--- src/rtl/instr_encoder_loader.sv ---
// Opcode definitions and a loader that packs instruction fields into 32-bit words
// and streams them into instruction memory, tracking word count and XOR checksum.
package instr_encoder_pkg;
    localparam logic [5:0] OP_RTYPE = 6'h00;
    localparam logic [5:0] OP_J     = 6'h02;
    localparam logic [5:0] OP_JAL   = 6'h03;
    localparam logic [5:0] OP_BEQ   = 6'h04;
    localparam logic [5:0] OP_BNE   = 6'h05;
    localparam logic [5:0] OP_ADDI  = 6'h08;
    localparam logic [5:0] OP_SLTI  = 6'h0A;
    localparam logic [5:0] OP_ANDI  = 6'h0C;
    localparam logic [5:0] OP_ORI   = 6'h0D;
    localparam logic [5:0] OP_XORI  = 6'h0E;
    localparam logic [5:0] OP_LUI   = 6'h0F;
    localparam logic [5:0] OP_RET   = 6'h11;
    localparam logic [5:0] OP_LW    = 6'h23;
    localparam logic [5:0] OP_SW    = 6'h2B;
endpackage

module instr_encoder_loader
    import instr_encoder_pkg::*;
#(
    parameter int ADDR_WIDTH = 8,
    parameter int FUNC_SIZE  = 6
) (
    input  logic                  clk,
    input  logic                  rst_n,
    input  logic                  start,
    input  logic                  in_valid,
    output logic                  in_ready,
    input  logic                  in_last,
    input  logic [5:0]            op,
    input  logic [4:0]            rs,
    input  logic [4:0]            rt,
    input  logic [4:0]            rd,
    input  logic [FUNC_SIZE-1:0]  func,
    input  logic [15:0]           imm,
    input  logic [25:0]           target,
    output logic                  imem_we,
    output logic [ADDR_WIDTH-1:0] imem_addr,
    output logic [31:0]           imem_wdata,
    output logic [ADDR_WIDTH:0]   word_count,
    output logic [31:0]           checksum,
    output logic                  busy,
    output logic                  done,
    output logic                  err
);

    localparam int CNT_W = ADDR_WIDTH + 1;
    localparam logic [CNT_W:0] CAPACITY = {{CNT_W{1'b0}}, 1'b1} << ADDR_WIDTH;

    typedef enum logic [1:0] {
        S_IDLE = 2'd0,
        S_LOAD = 2'd1,
        S_DONE = 2'd2
    } state_t;

    state_t                state_q, state_d;
    logic                  pend_q, pend_d;
    logic                  pend_last_q, pend_last_d;
    logic [31:0]           wdata_q, wdata_d;
    logic [ADDR_WIDTH-1:0] addr_q, addr_d;
    logic [CNT_W-1:0]      word_count_q, word_count_d;
    logic [31:0]           checksum_q, checksum_d;
    logic                  err_q, err_d;

    logic [CNT_W:0]        occupancy;
    logic [CNT_W-1:0]      wc_inc;
    logic                  in_ready_c;
    logic                  accept;
    logic                  write_fills;

    function automatic logic op_is_defined(input logic [5:0] opc);
        logic ok;
        case (opc)
            OP_RTYPE, OP_J, OP_JAL, OP_BEQ, OP_BNE, OP_ADDI, OP_SLTI,
            OP_ANDI, OP_ORI, OP_XORI, OP_LUI, OP_RET, OP_LW, OP_SW: ok = 1'b1;
            default: ok = 1'b0;
        endcase
        return ok;
    endfunction

    // func is zero-extended (or truncated) to the 6-bit field of the word.
    function automatic logic [31:0] encode(
        input logic [5:0]           opc,
        input logic [4:0]           f_rs,
        input logic [4:0]           f_rt,
        input logic [4:0]           f_rd,
        input logic [FUNC_SIZE-1:0] f_func,
        input logic [15:0]          f_imm,
        input logic [25:0]          f_target
    );
        logic [31:0] word;
        logic [5:0]  func6;
        func6 = 6'(f_func);
        case (opc)
            OP_RTYPE, OP_RET: word = {opc, f_rs, f_rt, f_rd, 5'b0, func6};
            OP_J, OP_JAL:     word = {opc, f_target};
            default:          word = {opc, f_rs, f_rt, f_imm};
        endcase
        return word;
    endfunction

    always_comb begin
        occupancy   = {1'b0, word_count_q} + {{CNT_W{1'b0}}, pend_q};
        wc_inc      = word_count_q + {{ADDR_WIDTH{1'b0}}, 1'b1};
        write_fills = ({1'b0, wc_inc} == CAPACITY);
        // Once the final word is in flight no further bundle may slip in.
        in_ready_c  = (state_q == S_LOAD) && !pend_last_q && (occupancy < CAPACITY);
        accept      = in_valid && in_ready_c;
    end

    always_comb begin
        state_d      = state_q;
        pend_d       = pend_q;
        pend_last_d  = pend_last_q;
        wdata_d      = wdata_q;
        addr_d       = addr_q;
        word_count_d = word_count_q;
        checksum_d   = checksum_q;
        err_d        = err_q;

        if (pend_q) begin
            addr_d       = addr_q + {{(ADDR_WIDTH-1){1'b0}}, 1'b1};
            word_count_d = wc_inc;
            checksum_d   = checksum_q ^ wdata_q;
            pend_d       = 1'b0;
            pend_last_d  = 1'b0;
            if (pend_last_q) begin
                state_d = S_DONE;
            end else if (write_fills) begin
                state_d = S_DONE;
                err_d   = 1'b1;
            end
        end

        case (state_q)
            S_IDLE, S_DONE: begin
                if (start) begin
                    state_d      = S_LOAD;
                    addr_d       = '0;
                    word_count_d = '0;
                    checksum_d   = '0;
                    err_d        = 1'b0;
                    pend_d       = 1'b0;
                    pend_last_d  = 1'b0;
                end
            end
            S_LOAD: begin
                if (accept) begin
                    if (op_is_defined(op)) begin
                        pend_d      = 1'b1;
                        pend_last_d = in_last;
                        wdata_d     = encode(op, rs, rt, rd, func, imm, target);
                    end else begin
                        err_d = 1'b1;
                        if (in_last) begin
                            state_d = S_DONE;
                        end
                    end
                end
            end
            default: state_d = S_IDLE;
        endcase
    end

    always_ff @(posedge clk or negedge rst_n) begin
        if (!rst_n) begin
            state_q      <= S_IDLE;
            pend_q       <= 1'b0;
            pend_last_q  <= 1'b0;
            wdata_q      <= '0;
            addr_q       <= '0;
            word_count_q <= '0;
            checksum_q   <= '0;
            err_q        <= 1'b0;
        end else begin
            state_q      <= state_d;
            pend_q       <= pend_d;
            pend_last_q  <= pend_last_d;
            wdata_q      <= wdata_d;
            addr_q       <= addr_d;
            word_count_q <= word_count_d;
            checksum_q   <= checksum_d;
            err_q        <= err_d;
        end
    end

    assign in_ready   = in_ready_c;
    assign imem_we    = pend_q;
    assign imem_addr  = addr_q;
    assign imem_wdata = wdata_q;
    assign word_count = word_count_q;
    assign checksum   = checksum_q;
    assign busy       = (state_q == S_LOAD) || pend_q;
    assign done       = (state_q == S_DONE);
    assign err        = err_q;

endmodule
--- config.mk ---
export PLATFORM = sky130hd
export DESIGN_NAME = instr_encoder_loader
export DESIGN_NICKNAME = d
export VERILOG_FILES = /design/src/rtl/instr_encoder_loader.sv
export SDC_FILE = /design/constraint.sdc
export NUM_CORES = 1
export LEC_CHECK = 0
export ABC_AREA = 1
export BUFFER_PORTS_ARGS = -buffer_cell sky130_fd_sc_hd__buf_4
export CAP_MARGIN = 30
export CORE_ASPECT_RATIO = 2
export CORE_MARGIN = 4
export CORE_UTILIZATION = 45
export CTS_CLUSTER_DIAMETER = 40
export CTS_CLUSTER_SIZE = 24
export DETAILED_ROUTE_END_ITERATION = 12
export HOLD_SLACK_MARGIN = 0.08
export PLACE_DENSITY = 0.82
export SYNTH_ARGS = -nofsm -noshare
export SYNTH_HDL_FRONTEND = slang
export SYNTH_SLANG_ARGS = --single-unit
export TNS_END_PERCENT = 100
--- constraint.sdc ---
create_clock -name clk -period 1.8 [get_ports clk]
set_input_delay 0.18 -clock clk [delete_from_list [all_inputs] [get_ports clk]]
set_output_delay 0.18 -clock clk [all_outputs]
set_load 0.01 [all_outputs]
==> key figures <==
STA
  • Fin. max-slew vios: 0
  • Skew final: around 0.0059 ns
  • Final period util: 94.5%
  • Unrepaired setup endpoints after global routing: true
  • Final Worst Setup Slack: 0.0996 ns
  • Slew at the pin closest to its max-slew limit: 0.405 ns
  • Slew headroom: roughly 73%
  • Setup-failing EPs final: 0
  • Period minus WS final: 1.70 ns
  • Maximum clock rate: 0.588 GHz
  • Final hold viol count: 0

Critical path
  • Required time of the critical path: ~2 ns
  • Largest fanout on the critical path: 4
  • Crit Path Category: reg -> reg
  • Crit. End Element: flip-flop
  • Critical-path cell list: ha_2, nand2_1, nor2_1, nand2_1, nand2_1, nand2_1, nor2_1, nand3_1, nand2_1, nand2_1, nand3_1, nand2_1
  • Slowest-stage cell, CP: dfrtp_1
  • Worst EP arrival: 1.91 ns
  • Crit-path most repeated cell: nand2_1
  • Max stage delay on crit path: 0.40 ns
  • Startpoint Class: flip-flop

Global routing
  • Initial antenna violation count: 0
  • Vias in the first global route: 4213
  • Global-route wire length before repair: just under 20000 um
  • Largest net degree at the start of global routing: 37
  • Grt ovf: 0
  • GRT Util Overall: between 20% and 30%

Synthesis
  • Top post-synthesis cells by area: dfrtp_1 51%, nand2_1 13%, xor2_1 6.8%
  • Post-synthesis cell count: between 400 and 500
  • Syn nets: about 580
  • Synth area leader: dfrtp_1
  • Yosys top cell area share: 50.5%
  • Synthesized cell area: roughly 4300 um^2
  • Seq/Total Area, Yosys: 50.5%
  • Number of distinct library cells after synthesis: 28
  • Syn avg cell area: 8.54 um^2
  • Synth async-reset ratio: 100%
  • Post-synth EDFFs: 0
  • Yosys warns: 0
  • #FFs+latches synth: 86
  • Top FF cell, synth: dfrtp_1

Route
  • Post-DRT Antenna Nets: 0
  • Final wirelength: 12100 um
  • # DRC: 0
  • Initial DRT Pass Iterations: 5
  • DR iter-0 viols: 221
  • DR WL/cell: roughly 16 um
  • DR vias: ~4000
  • Vias per std cell: between 5 and 6

Clock network
  • CTS buffer count: 9
  • Clk buf depth: 2
  • Worst skew pair latency: 0.33 ns
  • Post-CTS Setup Repair Bufs: 0
  • CTS tree: built
  • Clock transition at the registers of the reported paths: 0.06 ns
  • H-tree depth: 3
  • CTS sink cnt: 86
  • Root buffer cell: clkbuf_16

Die
  • Core footprint: 9320 um^2
  • DIE AREA: roughly 11000 um^2
  • Rows: 50
  • # IOs: 160
  • Die Wd: 76.8 um
  • Starting Density: a little under half
  • Die Ht: 146 um

Cells and area
  • Most common cell after layout, fill and taps aside: buf_4
  • Commonest non-fill, non-tap cells in the layout: 169 x buf_4, 142 x nand2_1, 85 x dfrtp_1
  • Final Cell Area: 5980 um^2
  • Post-Route Utilization: 64.1%
  • Layout cells sized above 1: 31.1%
  • Layout Nets: between 700 and 800
  • Final std cells w/o fill: 772
  • P&R area growth vs syn: 40.4%
  • ANT cells: 0

Placed design
  • GPL Wtd Cong: 0.961
  • Detailed Place HPWL: 9330 um
  • Dpl ws: 0.115 ns
  • DP Area: 5600 um^2
  • Placed cell count: 756
  • Count of buffers from port buffering: 159

Power and ir drop
  • PD cells: 1530 nW/um^2
  • Peak supply drop: 0.858 mV
  • P_leak: 3.10 nW
  • Tot Pwr: between 9 and 10 mW

Status
  • Status: finished clean

Hold path
  • Hold crit path type: in -> reg

Flow run
  • Max Cap Viol: 0
final cells by class:
cell class	instances	area (um^2)
multi-input cells	356	1830
well taps	104	130
repair buffers	175	1370
clock buffers	12	267
flip-flops and latches	86	2150
clock inverters	3	90.1
inverters	36	135
fillers	767	3340
per-stage QoR:
| stage | TNS (ns) | hold WS [ns] |
|---|---|---|
| detailed placement | 0 | 0.144 |
| global route | -0.0317 | 0.115 |
| floorplan | 0 | -0.116 |
| CTS | 0 | 0.0812 |
| global placement | 0 | 0.138 |
| finish | 0 | 0.0921 |
flip-flops by register name, summed over array words and instances, names as in the netlist:
register,cells
state_q,2
checksum,32
imem_addr,8
err,1
pend_last_q,1
imem_we,1
word_count,9
imem_wdata,32
path summary, 6_finish.rpt:
kind	from	depth (start not counted)	slack, ns	endpoint
setup / recovery	word_count[1]$_DFF_PN0_	12	0.1	state_q[0]$_DFF_PN0_
hold / removal	op[3]	3	0.09	imem_wdata[29]$_DFFE_PN0P_
setup reg to reg	word_count[1]$_DFF_PN0_	12	0.1	state_q[0]$_DFF_PN0_
hold reg to reg	imem_wdata[11]$_DFFE_PN0P_	2	0.50	imem_wdata[11]$_DFFE_PN0P_
max in group asynchronous	rst_n	3	0.82	imem_wdata[26]$_DFFE_PN0P_
min in group asynchronous	rst_n	2	0.32	checksum[1]$_DFF_PN0_
critical path: cells and delay by family, from the launching register on:
kind                     cells  cell delay (ns)
adder cells (fa/ha/maj)      1             0.22
flip-flops                   1             0.40
AND/OR/NAND/NOR             11             0.97
routing by layer:
| layer | wire length (um) | share of wire [%] | track usage [%] | up-vias |
|---|---|---|---|---|
| met5 | 0 | 0 | 0 | - |
| met4 | 479 | 4.0 | 13.3 | 0 |
| met3 | 573 | 4.7 | 4.58 | 35 |
| met2 | 6810 | 56 | 40.6 | 126 |
| met1 | 4230 | 35 | 23.2 | 1917 |
| li1 | - | - | - | 1923 |
logic make-up (layout without fill, tap and decap cells):
logic type      count (synthesis)  after routing  share of synthesized area [%]
fa+ha+maj                       3              3                          0.881
buf+inv                        57            226                           6.70
simple gates                  255            255                           25.1
xor+xnor                       33             33                           6.79
compound gates                 65             65                           10.0
flops                          86             86                           50.5
synth_stat cells, types with 2 or more instances:
cell type  count
nand2_1      142
dfrtp_1       86
nor2_1        59
nand3_1       38
inv_1         34
xor2_1        33
o21a_1        18
a21oi_1       13
a22oi_1       11
clkbuf_1      10
o21ai_0        9
buf_6          8
o21ai_1        6
nor3_1         5
o21ai_2        5
buf_4          3
ha_1           3
nand4_1        3
nor2_4         3
inv_2          2
power breakdown:
group	internal (mW)	switching, mW	total [mW]
logic	1.78	1.77	3.55
registers	2.72	0.705	3.43
clock network	1.46	0.728	2.19
total	5.97	3.20	9.17
timing repair:
item | CTS | global route
endpoints found under the hold margin | 27 | 0
setup endpoints to repair | 0 | 6
hold buffers | 1 | 0
resized for setup | 0 | 4
No activity file was read; power rests on OpenSTA's default activity.
